--- src/rtl/background_drawer_pkg.sv ---
// Shared constants for the background drawer: game-state codes, palette, screen size, FSM states.
package background_drawer_pkg;

    localparam int unsigned SCREEN_WIDTH  = 240;
    localparam int unsigned SCREEN_HEIGHT = 240;

    localparam logic [3:0] DRAW_INITIAL  = 4'd0;
    localparam logic [3:0] WAIT_START    = 4'd1;
    localparam logic [3:0] BUILD_BRIDGE  = 4'd2;
    localparam logic [3:0] ROTATE_BRIDGE = 4'd3;
    localparam logic [3:0] CHECK_BRIDGE  = 4'd4;
    localparam logic [3:0] WALK_PLAYER   = 4'd5;
    localparam logic [3:0] FALL_PLAYER   = 4'd6;
    localparam logic [3:0] SCROLL_SCREEN = 4'd7;
    localparam logic [3:0] NEW_PILLAR    = 4'd8;
    localparam logic [3:0] UPDATE_SCORE  = 4'd9;
    localparam logic [3:0] GAME_OVER     = 4'd10;
    localparam logic [3:0] FINISHED_GAME = 4'd11;

    localparam logic [2:0] COLOUR_BLACK   = 3'd0;
    localparam logic [2:0] COLOUR_BLUE    = 3'd1;
    localparam logic [2:0] COLOUR_GREEN   = 3'd2;
    localparam logic [2:0] COLOUR_CYAN    = 3'd3;
    localparam logic [2:0] COLOUR_RED     = 3'd4;
    localparam logic [2:0] COLOUR_MAGENTA = 3'd5;
    localparam logic [2:0] COLOUR_YELLOW  = 3'd6;
    localparam logic [2:0] COLOUR_WHITE   = 3'd7;

    typedef enum logic [1:0] {StIdle, StScan, StFlush, StDone} drawer_state_e;

    // Length of a span starting at origin, clipped so it ends at or before limit-1.
    function automatic logic [9:0] clip_len(input logic [9:0] origin, input logic [9:0] len,
                                            input logic [9:0] limit);
        logic [9:0] avail;
        avail = limit - origin;
        if (origin >= limit) begin
            return '0;
        end
        return (len > avail) ? avail : len;
    endfunction

endpackage

--- src/rtl/background_drawer_plot_delay.sv ---
// bg_plot_delay: shifts {valid, x, y} by Depth clocks to line coordinates up with ROM colour.
module bg_plot_delay #(
    parameter int unsigned Depth = 1
) (
    input  logic       clk_i,
    input  logic       rst_i,
    input  logic       valid_i,
    input  logic [8:0] x_i,
    input  logic [7:0] y_i,
    output logic       valid_o,
    output logic [8:0] x_o,
    output logic [7:0] y_o,
    output logic       pending_o
);

    logic [Depth-1:0] valid_q;
    logic [8:0]       x_q [Depth];
    logic [7:0]       y_q [Depth];

    always_ff @(posedge clk_i) begin
        if (rst_i) begin
            valid_q <= '0;
            for (int i = 0; i < int'(Depth); i++) begin
                x_q[i] <= '0;
                y_q[i] <= '0;
            end
        end else begin
            valid_q[0] <= valid_i;
            x_q[0]     <= x_i;
            y_q[0]     <= y_i;
            for (int i = 1; i < int'(Depth); i++) begin
                valid_q[i] <= valid_q[i-1];
                x_q[i]     <= x_q[i-1];
                y_q[i]     <= y_q[i-1];
            end
        end
    end

    assign valid_o = valid_q[Depth-1];
    assign x_o     = x_q[Depth-1];
    assign y_o     = y_q[Depth-1];

    // Pixels still in flight behind the one currently at the output.
    always_comb begin
        pending_o = 1'b0;
        for (int i = 0; i < int'(Depth) - 1; i++) begin
            pending_o = pending_o | valid_q[i];
        end
    end

endmodule

--- src/rtl/background_drawer.sv ---
// Raster-scan background repaint into the VGA framebuffer.
// Define BACKGROUND_RECT_REDRAW_EN to add rect_* ports for sub-region repaints.
module background_drawer
    import background_drawer_pkg::*;
#(
    parameter int unsigned WIDTH       = SCREEN_WIDTH,
    parameter int unsigned HEIGHT      = SCREEN_HEIGHT,
    parameter int unsigned ROM_LATENCY = 1
) (
    input  logic       clock,
    input  logic       reset,
    input  logic       start,
    input  logic [3:0] gameState,
`ifdef BACKGROUND_RECT_REDRAW_EN
    input  logic [8:0] rect_x0,
    input  logic [7:0] rect_y0,
    input  logic [8:0] rect_w,
    input  logic [7:0] rect_h,
`endif
    output logic [3:0] bg_gameState,
    output logic [8:0] X,
    output logic [7:0] Y,
    input  logic [2:0] color_in,
    output logic [8:0] vga_x,
    output logic [7:0] vga_y,
    output logic [2:0] vga_colour,
    output logic       vga_plot,
    output logic       busy,
    output logic       done
);

    drawer_state_e state_q, state_d;
    logic [3:0]    gs_q, gs_d;
    logic [8:0]    x_q, x_d, x0_q, x0_d, xend_q, xend_d;
    logic [7:0]    y_q, y_d, yend_q, yend_d;

    logic [8:0] org_x;
    logic [7:0] org_y;
    logic [9:0] len_x;
    logic [8:0] len_y;
    logic       rect_empty;

    logic       d_valid, d_pending;
    logic [8:0] d_x;
    logic [7:0] d_y;

    // Rectangle as it would be latched on an accepted start.
    always_comb begin
`ifdef BACKGROUND_RECT_REDRAW_EN
        org_x = rect_x0;
        org_y = rect_y0;
        len_x = clip_len(10'(rect_x0), 10'(rect_w), 10'(WIDTH));
        len_y = 9'(clip_len(10'(rect_y0), 10'(rect_h), 10'(HEIGHT)));
`else
        org_x = '0;
        org_y = '0;
        len_x = 10'(WIDTH);
        len_y = 9'(HEIGHT);
`endif
        rect_empty = (len_x == '0) || (len_y == '0);
    end

    always_ff @(posedge clock) begin
        if (reset) begin
            state_q <= StIdle;
            gs_q    <= '0;
            x_q     <= '0;
            y_q     <= '0;
            x0_q    <= '0;
            xend_q  <= '0;
            yend_q  <= '0;
        end else begin
            state_q <= state_d;
            gs_q    <= gs_d;
            x_q     <= x_d;
            y_q     <= y_d;
            x0_q    <= x0_d;
            xend_q  <= xend_d;
            yend_q  <= yend_d;
        end
    end

    always_comb begin
        state_d = state_q;
        gs_d    = gs_q;
        x_d     = x_q;
        y_d     = y_q;
        x0_d    = x0_q;
        xend_d  = xend_q;
        yend_d  = yend_q;
        unique case (state_q)
            StIdle: begin
                if (start) begin
                    gs_d    = gameState;
                    x_d     = org_x;
                    y_d     = org_y;
                    x0_d    = org_x;
                    xend_d  = 9'(10'(org_x) + len_x - 10'd1);
                    yend_d  = 8'(9'(org_y) + len_y - 9'd1);
                    state_d = rect_empty ? StFlush : StScan;
                end
            end
            StScan: begin
                if (x_q != xend_q) begin
                    x_d = x_q + 9'd1;
                end else if (y_q != yend_q) begin
                    x_d = x0_q;
                    y_d = y_q + 8'd1;
                end else begin
                    state_d = StFlush;
                end
            end
            StFlush: begin
                if (!d_pending) begin
                    state_d = StDone;
                end
            end
            StDone: begin
                state_d = StIdle;
            end
            default: state_d = StIdle;
        endcase
    end

    bg_plot_delay #(
        .Depth(ROM_LATENCY)
    ) u_delay (
        .clk_i    (clock),
        .rst_i    (reset),
        .valid_i  (state_q == StScan),
        .x_i      (x_q),
        .y_i      (y_q),
        .valid_o  (d_valid),
        .x_o      (d_x),
        .y_o      (d_y),
        .pending_o(d_pending)
    );

    assign bg_gameState = gs_q;
    assign X            = x_q;
    assign Y            = y_q;
    assign vga_plot     = d_valid;
    assign vga_x        = d_valid ? d_x : '0;
    assign vga_y        = d_valid ? d_y : '0;
    assign vga_colour   = d_valid ? color_in : '0;
    assign busy         = (state_q == StScan) || (state_q == StFlush);
    assign done         = (state_q == StDone);

endmodule

--- config.mk ---
export PLATFORM = sky130hd
export DESIGN_NAME = background_drawer
export DESIGN_NICKNAME = d
export VERILOG_FILES = /design/src/rtl/background_drawer_pkg.sv /design/src/rtl/background_drawer_plot_delay.sv /design/src/rtl/background_drawer.sv
export SDC_FILE = /design/constraint.sdc
export NUM_CORES = 1
export LEC_CHECK = 0
export CAP_MARGIN = 10
export CORE_UTILIZATION = 50
export CTS_BUF_LIST = sky130_fd_sc_hd__clkbuf_2
export DETAILED_ROUTE_END_ITERATION = 10
export PLACE_DENSITY = 0.82
export SYNTH_ARGS = -nofsm -noshare
export SYNTH_HDL_FRONTEND = slang
export SYNTH_SLANG_ARGS = --single-unit
--- constraint.sdc ---
create_clock -name clock -period 2.3 [get_ports clock]
set_input_delay 0.69 -clock clock [delete_from_list [all_inputs] [get_ports clock]]
set_output_delay 0.69 -clock clock [all_outputs]
set_load 0.005 [all_outputs]
==> results of run 1 <==
## stage by stage
step / total power [mW] / hold WS (ns) / std cells / area (um^2)
final: 2.11 / 0.469 / 348 / 2820
after global routing: 2.25 / 0.493 / 348 / 2820
after CTS: 2.10 / 0.472 / 347 / 2800
after detailed placement: 1.64 / 0.448 / 337 / 2710
after global placement: 1.63 / 0.441 / 337 / 2710
after floorplan: 1.26 / 0.453 / 225 / 1990
## what timing repair did
item | in CTS | in global routing
gates cloned | 0 | 0
pin swaps | 1 | 1
resized for setup | 11 | 5
buffers inserted | 2 | 1
endpoints found under the setup margin | 22 | 21
## critical path: stages (launching register included)
cell             delay [ns]
dfxtp_4                0.48
and2_1                 0.16
clkdlybuf4s50_1        0.50
## state kept, by name, summed over array words and instances (netlist names)
| register | cells |
|---|---|
| u_delay.valid_o | 1 |
| u_delay.y_q | 8 |
| state_q | 2 |
| X | 9 |
| xend_q | 1 |
| bg_gameState | 4 |
| u_delay.x_q | 9 |
| Y | 8 |
## cell usage in the layout (no fill, tap or decap), drive strengths merged, types with 2 or more instances in the layout
cell type	netlist	final
o21ai	7	7
mux2	3	3
o22a	2	2
o22ai	2	2
nand4	2	2
nor2	10	10
dfxtp	42	42
mux2i	2	2
clkdlybuf4s50	0	47
or3	6	6
a211oi	2	2
clkinv	0	2
nor3	5	5
and4	2	2
clkbuf	9	5
a31oi	3	3
nand3	15	15
a22o	2	2
nor2b	11	11
and2	21	21
a21oi	9	9
ha	7	7
or4	3	3
buf	0	23
and3	3	3
dlygate4sd2	0	4
inv	11	11
nand2	18	18
a21boi	2	2
nor4	4	4
dlymetal6s2s	0	2
o221ai	2	2
nand2b	7	7
o32ai	2	2
## final cells by class
type,instances,share of cell area [%]
flip-flops and latches,42,30.2
multi-input cells,163,38.6
clock buffers,5,0.887
clock inverters,3,1.42
well taps,48,2.13
repair buffers,76,25.4
inverters,11,1.46
## power by group
group | internal [mW] | switching [mW] | total (mW)
Sequential | 0.783 | 0.0490 | 0.832
Clock | 0.180 | 0.246 | 0.427
Combinational | 0.422 | 0.431 | 0.854
Total | 1.39 | 0.727 | 2.11
## routing by layer
metal	part of all wire, %	wire length [um]	track usage, %	vias up
met5	0	0	0	-
met4	1.6	77	7.34	0
met3	7.0	346	5.56	8
met2	49	2440	42.8	74
met1	42	2090	33.2	884
li1	-	-	-	949
## final timing paths
path,cells after the start,startpoint,end,slack (ns)
setup / recovery,2,u_delay.valid_o$_SDFF_PP0_,vga_y[1],0.05
setup reg to reg,5,X[7]$_SDFFE_PP0P_,Y[1]$_SDFFE_PP0P_,0.14
hold / removal,2,bg_gameState[0]$_SDFFE_PP0P_,bg_gameState[0]$_SDFFE_PP0P_,0.47
hold reg to reg,2,bg_gameState[0]$_SDFFE_PP0P_,bg_gameState[0]$_SDFFE_PP0P_,0.47
## cell families after synthesis
logic type                 after synthesis  synth area share, %
and+or+nand+nor                        110                 30.8
adders and majority gates                7                 4.40
AOI/OAI and AO/OA                       41                 16.1
muxes                                    5                 2.70
DFF                                     42                 42.2
buffers and inverters                   20                 3.77
==> summary.txt, run 1 <==
outcome = complete, no violations
critical path launch point type = register
Placer Congestion = 0.933
number of CTS-inserted buffers = 5
mapped cell area = 1990 um^2
worst slack, placed = -0.166 ns
CP arrival = 1.56 ns
Setup TNS = 0 ns
Starting DRT DRC Count = 134
total track usage = 25.6%
largest net degree at the start of global routing = 27
cells taking the most area after synthesis = dfxtp_1 (42%), and2_1 (6.6%), ha_1 (4.4%), nand3_1 (3.8%), nor2b_1 (3.5%)
number of global-route vias before repair = 1667
CTS tree = built
Setup CP Type = register to output port
Worst Skew = 0.00620 ns
Hold Path Class = register to register
Final Hold Vio Count = 0
Final #Nets = 316
count of final setup violators = 0
Initial Utilization = 53.2%
Distinct cells, synth = 46
worst slew pin tran = 0.561 ns
number of I/O port buffers = 53
WP data required = 1.61 ns
Max Fclk = 445 MHz
post-route antenna net violation count = 0
peak supply drop = 0.609 mV
Pins Over Slew Limit = 0
Synth top cells by count = dfxtp_1 (42), and2_1 (21), nand2_1 (18), nand3_1 (15)
Synth top area share = 42.2%
GRT overflow = 0
Post-DP HPWL = 3600 um
Die Height = 65.1 um
Avg Cell Area, Syn = 8.85 um^2
total core area = 3740 um^2
proportion of layout cells with a drive suffix above 1 = 16.0%
DR vias = 1915
Clock Sinks = 42
WL final = 4950 um
Power Dens Cells = 749 nW/um^2
Warnings, synthesis = 0
most instantiated library cell after synthesis = dfxtp_1
Area Growth Syn to Fin = 41.7%
die area = 4240 um^2
worst-skew pair later-pin latency = 0.41 ns
Antenna diodes = 0
first-pass iteration count of the detailed router = 4
final worst path period share = 97.7%
min setup slack post-route = 0.0523 ns
area of the multi-input gates = 1090 um^2
Critical Path Fanout Max = 21
Post-Synthesis Cells = 225
CTS hold repair buffers = 0
part of the Yosys area used for sequential elements = 42.2%
relative slew slack = 61.5%
Main synth FF type = dfxtp_1
FF+latch count, synth = 42
Critical Path Sink Type = output port
Die Wd = 65.1 um
final core occ = 75.3%
initial antenna violation count = 0
max cap viols = 0
IO Count = 54
top cell type by total area after synthesis = dfxtp_1
minimum clock period = 2.25 ns
P_leak = 1.18 nW
clk slew on worst S/H paths = 0.21 ns
Reg area = 851 um^2
routed len/inst = 14.2 um
Placement Rows = 22
post-DR vias/cell = 5.50
syn_nets = 242
EDFF count, synth = 0
fill count = 291
Synth async-reset ratio = 0%
first-pass GRT wire length = 8180 um
htree depth = 2
Root Driver = clkbuf_2
CTS Buffer Depth = 2
RSZ-0062 raised after global routing = yes
DRC Markers = 0
Power figures use the tool's default switching activity.
==> run 2: changes to the inputs <==
--- a/config.mk
+++ b/config.mk
@@ -6,10 +6,11 @@
 export NUM_CORES = 1
 export LEC_CHECK = 0
 export CAP_MARGIN = 10
-export CORE_UTILIZATION = 50
+export CORE_UTILIZATION = 45
 export CTS_BUF_LIST = sky130_fd_sc_hd__clkbuf_2
 export DETAILED_ROUTE_END_ITERATION = 10
-export PLACE_DENSITY = 0.82
+export GPL_TIMING_DRIVEN = 1
+export PLACE_DENSITY = 0.78
 export SYNTH_ARGS = -nofsm -noshare
 export SYNTH_HDL_FRONTEND = slang
 export SYNTH_SLANG_ARGS = --single-unit
==> constraint.sdc (replaced) <==
create_clock -name clock -period 1.92 [get_ports clock]
set_input_delay 0.576 -clock clock [delete_from_list [all_inputs] [get_ports clock]]
set_output_delay 0.576 -clock clock [all_outputs]
set_load 0.005 [all_outputs]
==> summary.txt, run 2 (synthesis results as in run 1) <==
outcome = finished with violations
failing checks = setup timing
total core area = 4120 um^2 (+9.9%)
P_leak = 1.70 nW (+44%)
Crit path largest cell delay = 0.38 ns (-0.12 ns)
Die Height = 68.5 um (+5.2%)
proportion of layout cells with a drive suffix above 1 = 46.5% (+31 points)
Initial Utilization = 48.4% (-4.8 points)
total track usage = 30.0% (+4.3 points)
post-DR vias/cell = 5.92 (+7.7%)
CTS hold repair buffers = 0 (unchanged)
non-filler cells, final = 396 (+14%)
placed cell count = 364 (+8.0%)
Critical Path Sink Type = register
largest net degree at the start of global routing = 15 (-44%)
Antenna diodes = 0 (unchanged)
hold endpoint = bg_gameState[1]$_SDFFE_PP0P_
Hold Path Cell Cnt = 2 (unchanged)
count of final setup violators = 18 (+18)
Max Fclk = 494 MHz
peak supply drop = 0.739 mV (+21%)
WP data required = 2.29 ns (+0.68 ns)
WL final = 7740 um (+56%)
worst reg2reg path depth = 8 (+3)
initial antenna violation count = 0 (unchanged)
first-pass GRT wire length = 10100 um (+23%)
Placement Rows = 23 (+4.5%)
Clock Sinks = 42 (unchanged)
CP arrival = 2.39 ns (+0.83 ns)
CTS Buffer Depth = 2 (unchanged)
first-pass iteration count of the detailed router = 4 (unchanged)
DR vias = 2346 (+23%)
minimum clock period = 2.02 ns
Worst Skew = 0.0198 ns (+0.0136 ns)
area post-placement = 2910 um^2 (+7.4%)
worst hold start = bg_gameState[1]$_SDFFE_PP0P_
Critical Path Fanout Max = 3 (-86%)
routed len/inst = 19.5 um (+37%)
CTS tree = built
Setup CP Type = register to register
GRT overflow = 0 (unchanged)
relative slew slack = 75.1% (+14 points)
Area Growth Syn to Fin = 68.8%
number of CTS-inserted buffers = 5 (unchanged)
clk slew on worst S/H paths = 0.24 ns (+0.03 ns)
worst-skew pair later-pin latency = 0.45 ns (+0.04 ns)
Hold Path Class = register to register
final hold slack = 0.465 ns (-0.00362 ns)
Die Wd = 68.5 um (+5.2%)
reg-to-reg startpoint = Y[0]$_SDFFE_PP0P_
worst reg2reg endpoint = Y[4]$_SDFFE_PP0P_
most frequent cells in the layout = buf_4 (56), dfxtp_2 (18), nand2_1 (18)
DRC Markers = 0 (unchanged)
CP Cell Sequence = buf_4, and4_1, buf_4, a22o_1, a31oi_2, a21oi_2, buf_4, o22a_1
min setup slack post-route = -0.103 ns (-0.156 ns)
Final #Nets = 362 (+15%)
Starting DRT DRC Count = 236 (+76%)
Pins Over Slew Limit = 0 (unchanged)
reg-to-reg setup timing slack = -0.10 ns (-0.24 ns)
cell area after layout = 3360 um^2 (+19%)
fill count = 267 (-8.2%)
worst slew pin tran = 0.366 ns (-0.196 ns)
Power Dens Cells = 948 nW/um^2 (+27%)
final worst path period share = 105%
IO Count = 54 (unchanged)
most common cell type on the critical path = buf_4
Root Driver = clkbuf_2
Final Hold Vio Count = 0 (unchanged)
commonest non-fill, non-tap cell in the layout = buf_4
worst slack, placed = -0.301 ns (-0.135 ns)
critical path's slowest cell = dfxtp_2
Placer Congestion = 0.883 (-5.4%)
die area = 4690 um^2 (+11%)
RSZ-0062 raised after global routing = yes
post-route antenna net violation count = 0 (unchanged)
critical path launch point type = register
number of I/O port buffers = 53 (unchanged)
max cap viols = 0 (unchanged)
number of global-route vias before repair = 2188 (+31%)
htree depth = 2 (unchanged)
Post-DP HPWL = 4130 um (+15%)
==> run 2: power by group <==
part / switching, mW / internal (mW) / total [mW]
logic: 0.819 / 0.846 / 1.66
clock network: 0.326 / 0.218 / 0.544
registers: 0.0400 / 0.936 / 0.976
==> run 2: layout make-up <==
cell class / instances / area, um^2 / area share, %
clock buffer: 5 / 25.0 / 0.745
timing repair buffer: 122 / 1020 / 30.5
sequential: 42 / 890 / 26.5
clock inverter: 3 / 45.0 / 1.34
inverter: 11 / 41.3 / 1.23
multi-input combinational: 163 / 1270 / 37.8
tap: 50 / 62.6 / 1.86
==> run 2: how the worst max path moves through the flow <==
| stage | from | to | depth (start not counted) |
|---|---|---|---|
| 2_1_floorplan | X[2]$_SDFFE_PP0P_ | Y[7]$_SDFFE_PP0P_ | 5 |
| 3_3_place_gp | color_in[2] | vga_colour[2] | 3 |
| 3_5_place_dp | color_in[1] | vga_colour[1] | 3 |
| 4_1_cts | state_q[1]$_SDFFE_PP0P_ | busy | 3 |
| 5_1_grt | u_delay.valid_o$_SDFF_PP0_ | vga_colour[0] | 5 |
| 6_report | Y[0]$_SDFFE_PP0P_ | Y[4]$_SDFFE_PP0P_ | 8 |
==> run 2: timing repair <==
item | CTS | global route
resized for setup | 114 | 70
buffers inserted | 18 | 5
setup endpoints to repair | 45 | 52
pin swaps | 7 | 15
cloned | 3 | 0
==> run 2: per-stage QoR <==
stage	util, %	TNS [ns]	total power, mW
final	81.6	-0.758	3.18
after global routing	81.6	-2.35	3.31
after CTS	76.5	-0.557	2.79
after detailed placement	70.8	-4.07	2.14
after global placement	70.8	-3.60	2.11
after floorplan	-	-0.0332	1.54
==> run 2: worst max-delay path: cells and delay by family (launching register included) <==
kind	cells	cell delay [ns]
buf+inv	3	0.47
flops	1	0.38
compound gates	4	0.84
simple gates	1	0.24
==> run 2: layer usage <==
layer,global-route usage [%],vias to the layer above,routed length (um)
met5,0,-,0
met4,15.1,0,323
li1,-,1041,-
met1,32.5,1113,2820
met2,53.6,154,4000
met3,7.57,38,595
==> run 3: changes to the inputs <==
--- a/config.mk
+++ b/config.mk
@@ -6,10 +6,10 @@
 export NUM_CORES = 1
 export LEC_CHECK = 0
 export CAP_MARGIN = 10
+export CORE_ASPECT_RATIO = 1.75
 export CORE_UTILIZATION = 45
 export CTS_BUF_LIST = sky130_fd_sc_hd__clkbuf_2
 export DETAILED_ROUTE_END_ITERATION = 10
-export GPL_TIMING_DRIVEN = 1
 export PLACE_DENSITY = 0.78
 export SYNTH_ARGS = -nofsm -noshare
 export SYNTH_HDL_FRONTEND = slang
==> summary.txt, run 3 (synthesis results as in run 1) <==
outcome = finished with violations
failing checks = setup timing
proportion of layout cells with a drive suffix above 1 = 44.8% (-1.7 points)
number of CTS-inserted buffers = 5 (unchanged)
critical path's slowest cell = or4_4
CTS hold repair buffers = 0 (unchanged)
relative slew slack = 73.8% (-1.3 points)
Final #Nets = 353 (-2.5%)
Post-DP HPWL = 4110 um (-0.59%)
min setup slack post-route = -0.0811 ns (+0.0222 ns)
WP data required = 2.30 ns (about the same)
final worst path period share = 104% (-1.2 points)
reg-to-reg startpoint = X[6]$_SDFFE_PP0P_
number of I/O port buffers = 53 (unchanged)
max cap viols = 0 (unchanged)
DR vias = 2150 (-8.4%)
Clock Sinks = 42 (unchanged)
Internal Power = 1.77 mW (-11%)
worst slew pin tran = 0.385 ns (+0.0190 ns)
Die Height = 90.0 um (+31%)
Initial Utilization = 47.5% (-0.85 points)
CTS Buffer Depth = 2 (unchanged)
final hold slack = 0.468 ns (+0.00289 ns)
Root Driver = clkbuf_2
Final Hold Vio Count = 0 (unchanged)
Die Wd = 52.3 um (-24%)
Worst Skew = 0.0290 ns (+0.00922 ns)
die area = 4700 um^2 (+0.22%)
Critical Path Sink Type = register
RSZ-0062 raised after global routing = yes
number of global-route vias before repair = 2053 (-6.2%)
DRC Markers = 0 (unchanged)
Crit path largest cell delay = 0.43 ns (+0.05 ns)
post-route antenna net violation count = 0 (unchanged)
Area Growth Syn to Fin = 61.0%
M3 GR Usage = 4.23% (-3.3 points)
post-DR vias/cell = 5.56 (-6.2%)
Hold Path Cell Cnt = 2 (unchanged)
count of final setup violators = 8 (-10)
P_leak = 1.48 nW (-13%)
fill count = 288 (+7.9%)
CP Launch Point = X[6]$_SDFFE_PP0P_
Hold Path Class = register to register
Critical Path Fanout Max = 4 (+1)
peak supply drop = 0.887 mV (+20%)
worst-skew pair later-pin latency = 0.45 ns (about the same)
CP Cell Sequence = buf_6, or4_4, o22ai_4, o211ai_4, or3_4, o41ai_2
net switching power = 1.04 mW (-12%)
cell area after layout = 3210 um^2 (-4.6%)
GRT overflow = 0 (unchanged)
routed len/inst = 16.1 um (-17%)
final core occ = 76.5% (-5.1 points)
GR Util met1 = 29.0% (-3.5 points)
worst hold start = bg_gameState[3]$_SDFFE_PP0P_
Pins Over Slew Limit = 0 (unchanged)
combinational fraction of design power = 49.5% (-2.8 points)
commonest non-fill, non-tap cell in the layout = buf_4
WL final = 6250 um (-19%)
total core area = 4190 um^2 (+1.8%)
Placer Congestion = 1.03 (+16%)
IO Count = 54 (unchanged)
Starting DRT DRC Count = 112 (-53%)
Most Crowded Layer GR = met2
Setup CP Type = register to register
most frequent cells in the layout = buf_4 (54), dfxtp_2 (18), nand2_1 (18)
Power Dens Cells = 879 nW/um^2 (-7.2%)
Max Fclk = 500 MHz (+1.1%)
Sw Share = 37.1% (-0.17 points)
largest net degree at the start of global routing = 16 (+1)
total track usage = 28.1% (-1.8 points)
CTS tree = built
area post-placement = 2870 um^2 (-1.5%)
Buffers & Inverters on Critical Path = 1 (-2)
worst slack, placed = -0.280 ns (+0.0214 ns)
met2 Use GR = 52.9% (-0.67 points)
first-pass iteration count of the detailed router = 4 (unchanged)
Placement Rows = 31 (+35%)
htree depth = 2 (unchanged)
Crit path max-delay family = simple AND/OR/NAND/NOR gates
register share of total power = 35.2% (+4.6 points)
initial antenna violation count = 1 (+1)
critical path launch point type = register
minimum clock period = 2.00 ns (-0.0222 ns)
worst reg2reg path depth = 6 (-2)
first-pass GRT wire length = 9830 um (-2.7%)
clk slew on worst S/H paths = 0.26 ns (+0.02 ns)
CP arrival = 2.38 ns (about the same)
Clock Power Share = 15.4% (-1.7 points)
CP Depth = 6 (-2)
-- run 3: metal layers --
layer,wire length (um),vias to the layer above
met5,0,-
met4,184,0
met3,314,20
met2,3530,101
met1,2220,1007
li1,-,1022
-- run 3: timing repair --
| item | in CTS | in global routing |
|---|---|---|
| pin swaps | 6 | 6 |
| setup endpoints to repair | 43 | 42 |
| setup buffers | 16 | 3 |
| gates resized for setup | 133 | 39 |
| gates cloned | 2 | 0 |
-- run 3: area by class of cell --
cell class | count | area [um^2] | share of cell area [%]
clock inverters | 3 | 23.8 | 0.742
multi-input cells | 163 | 1210 | 37.8
inverters | 11 | 41.3 | 1.29
well taps | 49 | 61.3 | 1.91
clock buffers | 5 | 25.0 | 0.781
flip-flops and latches | 42 | 890 | 27.8
diodes | 1 | 2.50 | 0.0781
repair buffers | 113 | 950 | 29.6
-- run 3: worst register-to-register path, stage by stage, from the launching register on --
cell and delay (ns):
dfxtp_2 0.39, buf_6 0.11, or4_4 0.44, o22ai_4 0.20, o211ai_4 0.13, or3_4 0.37, o41ai_2 0.29
-- run 3: power groups by stage --
| stage | clock [mW] | combinational, mW | sequential [mW] |
|---|---|---|---|
| finish | 0.433 | 1.39 | 0.992 |
| global route | 0.462 | 1.49 | 1.00 |
| CTS | 0.432 | 1.29 | 0.983 |
| detailed placement | 0 | 1.08 | 0.985 |
| global placement | 0 | 1.07 | 0.983 |
| floorplan | 0 | 0.547 | 0.993 |
-- run 3: through the flow --
stage          total power [mW]  setup TNS [ns]  std cells
2_1_floorplan              1.54         -0.0332        225
3_3_place_gp               2.05           -4.26        359
3_5_place_dp               2.07           -4.89        359
4_1_cts                    2.70          -0.431        385
5_1_grt                    2.96          -0.864        387
6_report                   2.82          -0.219        387
-- run 3: path summary, 6_finish.rpt --
kind	to	slack, ns
setup / recovery	Y[7]$_SDFFE_PP0P_	-0.08
hold / removal	bg_gameState[3]$_SDFFE_PP0P_	0.47
setup reg to reg	Y[7]$_SDFFE_PP0P_	-0.08
hold reg to reg	bg_gameState[3]$_SDFFE_PP0P_	0.47
==> variant (flow settings as in run 2) <==
Make the reset (`reset` and `rst_i`) asynchronous in 2 clocked blocks.
--- a/src/rtl/background_drawer_plot_delay.sv
+++ b/src/rtl/background_drawer_plot_delay.sv
@@ -17,7 +17,7 @@
     logic [8:0]       x_q [Depth];
     logic [7:0]       y_q [Depth];
 
-    always_ff @(posedge clk_i) begin
+    always_ff @(posedge clk_i or posedge rst_i) begin
         if (rst_i) begin
             valid_q <= '0;
             for (int i = 0; i < int'(Depth); i++) begin
--- a/src/rtl/background_drawer.sv
+++ b/src/rtl/background_drawer.sv
@@ -60,7 +60,7 @@
         rect_empty = (len_x == '0) || (len_y == '0);
     end
 
-    always_ff @(posedge clock) begin
+    always_ff @(posedge clock or posedge reset) begin
         if (reset) begin
             state_q <= StIdle;
             gs_q    <= '0;
Check against the original RTL: differs if reset is asserted again (counterexample within 4 cycles, from zero or initial values and one cycle with reset high); with reset held inactive, the same outputs for 10 cycles.
==> variant against run 2 <==
The flow still finishes with violations (negative setup slack); design area increased by 0.30%; via count decreased by 15%; worst setup slack improved by 0.042 ns; sequential cell count unchanged; wire length fell by 24%; synthesized area shrank 0.13%; count of clock-buffer cells in the layout grew 1.
Power is not compared: it rests on default switching activity, and its combinational part moved more than twofold at a synthesized area within 25%.
==> variant: results (changes against run 2) <==
* Initial DRC Count at 126 (-47%)
* Top cells by area, synth: dfrtp_1 (53%), and2_1 (6.6%), ha_1 (4.4%)
* # diodes at 0 (unchanged)
* CTS Buf Count at 5 (unchanged)
* Peak VDD IR at 273.4 uV
* DR WL/cell at 16.45 um (-16%)
* # fillers at 237 (-11%)
* DP Worst Slack at -0.2904 ns (+0.01072 ns)
* Share of cells above drive strength 1 at 0.4903 (+0.02494)
* Hold WC Path Type: input port to async pin
* DR vias/cell at 5.547 (-6.4%)
* Gpl congestion at 0.8547 (-3.2%)
* Detailed Routing Iterations Pass 1 at 6 (+2)
* Post-synthesis cell type count at 36 (-22%)
* Switching part of the total power at 0.2349
* Clk root buf: clkbuf_2
* Placed cell count at 325 (-11%)
* First-pass GRT wire length at 9170 um (-9.2%)
* Post-synthesis net count at 206 (-15%)
* Fin nets at 324 (-10%)
* Worst Tran Pin Value at 0.3256 ns (-0.04025 ns)
* Most frequent cell after synthesis: dfrtp_1
* Final HPWL DP at 3409 um (-17%)
* Vias at 1986 (-15%)
* Leak at 1.648 nW
* Final setup vio count at 24 (+6)
* Sequential share of the synthesized area at 0.5286 (+0.1063)
* Layout Skew at 0.01410 ns (-0.005665 ns)
* Port Buf Inserts at 53 (unchanged)
* Final setup margin at -0.06145 ns (+0.04182 ns)
* Avg Cell Area, Syn at 10.52 um2 (+19%)
* Clk slew on worst S/H paths at 0.21 ns (-0.03 ns)
* Warnings, synthesis at 0 (unchanged)
* Num rows at 23 (unchanged)
* Worst-Skew Late Latency at 0.41 ns (-0.04 ns)
* Antenna violations before repair at 0 (unchanged)
* Max clock buf depth at 2 (unchanged)
* Status: finished with violations
* CP max FO at 5 (+2)
* Synth top cells by count: dfrtp_1 (42), and2_1 (21), nand2_1 (16)
* H-tree Lvls at 2 (unchanged)
* GRT Util Overall at 0.2743 (-0.02527)
* Failing checks: negative setup slack
* Largest net degree at the start of global routing at 43 (+28)
* FFs w/ async S/R, synth at 1.000 (+1.000)
variant: worst paths after layout:
path	startpoint	to	slack, ns	cells past startpoint
worst max register to register	xend_q[0]	state_q[1]	-0.06	7
worst min-delay path	reset	Y[7]	0.50	3
max in group asynchronous	reset	u_delay.valid_o	1.20	3
min in group clock	bg_gameState[1]	bg_gameState[1]	0.53	1
worst max-delay path	xend_q[0]	state_q[1]	-0.06	7
worst min register to register	bg_gameState[1]	bg_gameState[1]	0.53	1
variant: metal layers:
metal / share of wire / track usage
met1: 0.38 / 0.3110
met5: 0 / 0
met2: 0.52 / 0.4681
met4: 0.033 / 0.1641
met3: 0.061 / 0.06000
variant: final cells by class:
type	count	share of cell area
Tap cell	50	0.01857
Timing Repair Buffer	117	0.3342
Multi-Input combinational cell	135	0.3153
Inverter	6	0.006684
Clock buffer	6	0.008912
Clock inverter	2	0.002599
Sequential cell	42	0.3138
variant: power groups by stage:
| stage | clock network [mW] | logic [mW] | registers (mW) |
|---|---|---|---|
| after CTS | 0.377 | 0.0537 | 0.886 |
| after detailed placement | 0 | 0.0518 | 0.901 |
| final | 0.376 | 0.0547 | 0.886 |
| after floorplan | 0 | 0.0163 | 0.901 |
| after global routing | 0.425 | 0.0617 | 0.887 |
| after global placement | 0 | 0.0513 | 0.901 |
variant: cell families after synthesis:
| group | count (synthesis) | share of synthesized area |
|---|---|---|
| simple gates | 87 | 0.2473 |
| buf+inv | 12 | 0.02643 |
| flops | 42 | 0.5286 |
| mux | 11 | 0.05853 |
| fa+ha+maj | 7 | 0.04405 |
| compound gates | 30 | 0.09503 |
variant: what timing repair did:
| item | in CTS | in global routing |
|---|---|---|
| gates resized for setup | 150 | 53 |
| setup endpoints to repair | 51 | 47 |
| buffers inserted | 20 | 2 |
| pin swaps | 9 | 10 |
| cloned | 3 | 0 |
| hold buffers | 0 | 0 |
variant: worst max-delay path: stages, from the launching register on:
cell and delay (ns):
dfrtp_2 0.50, nor4_2 0.27, nand2_1 0.13, a211oi_4 0.29
buf_6 0.16, a21oi_1 0.07, or2_1 0.23, mux2_2 0.27
variant: stage by stage:
step,instance area (um2),setup TNS (ns),power (mW)
6_report,3369,-0.9270,1.316
5_1_grt,3369,-3.504,1.373
4_1_cts,3187,-1.230,1.317
3_5_place_dp,2869,-3.706,0.9531
3_3_place_gp,2869,-3.309,0.9526
2_1_floorplan,1988,0,0.9177
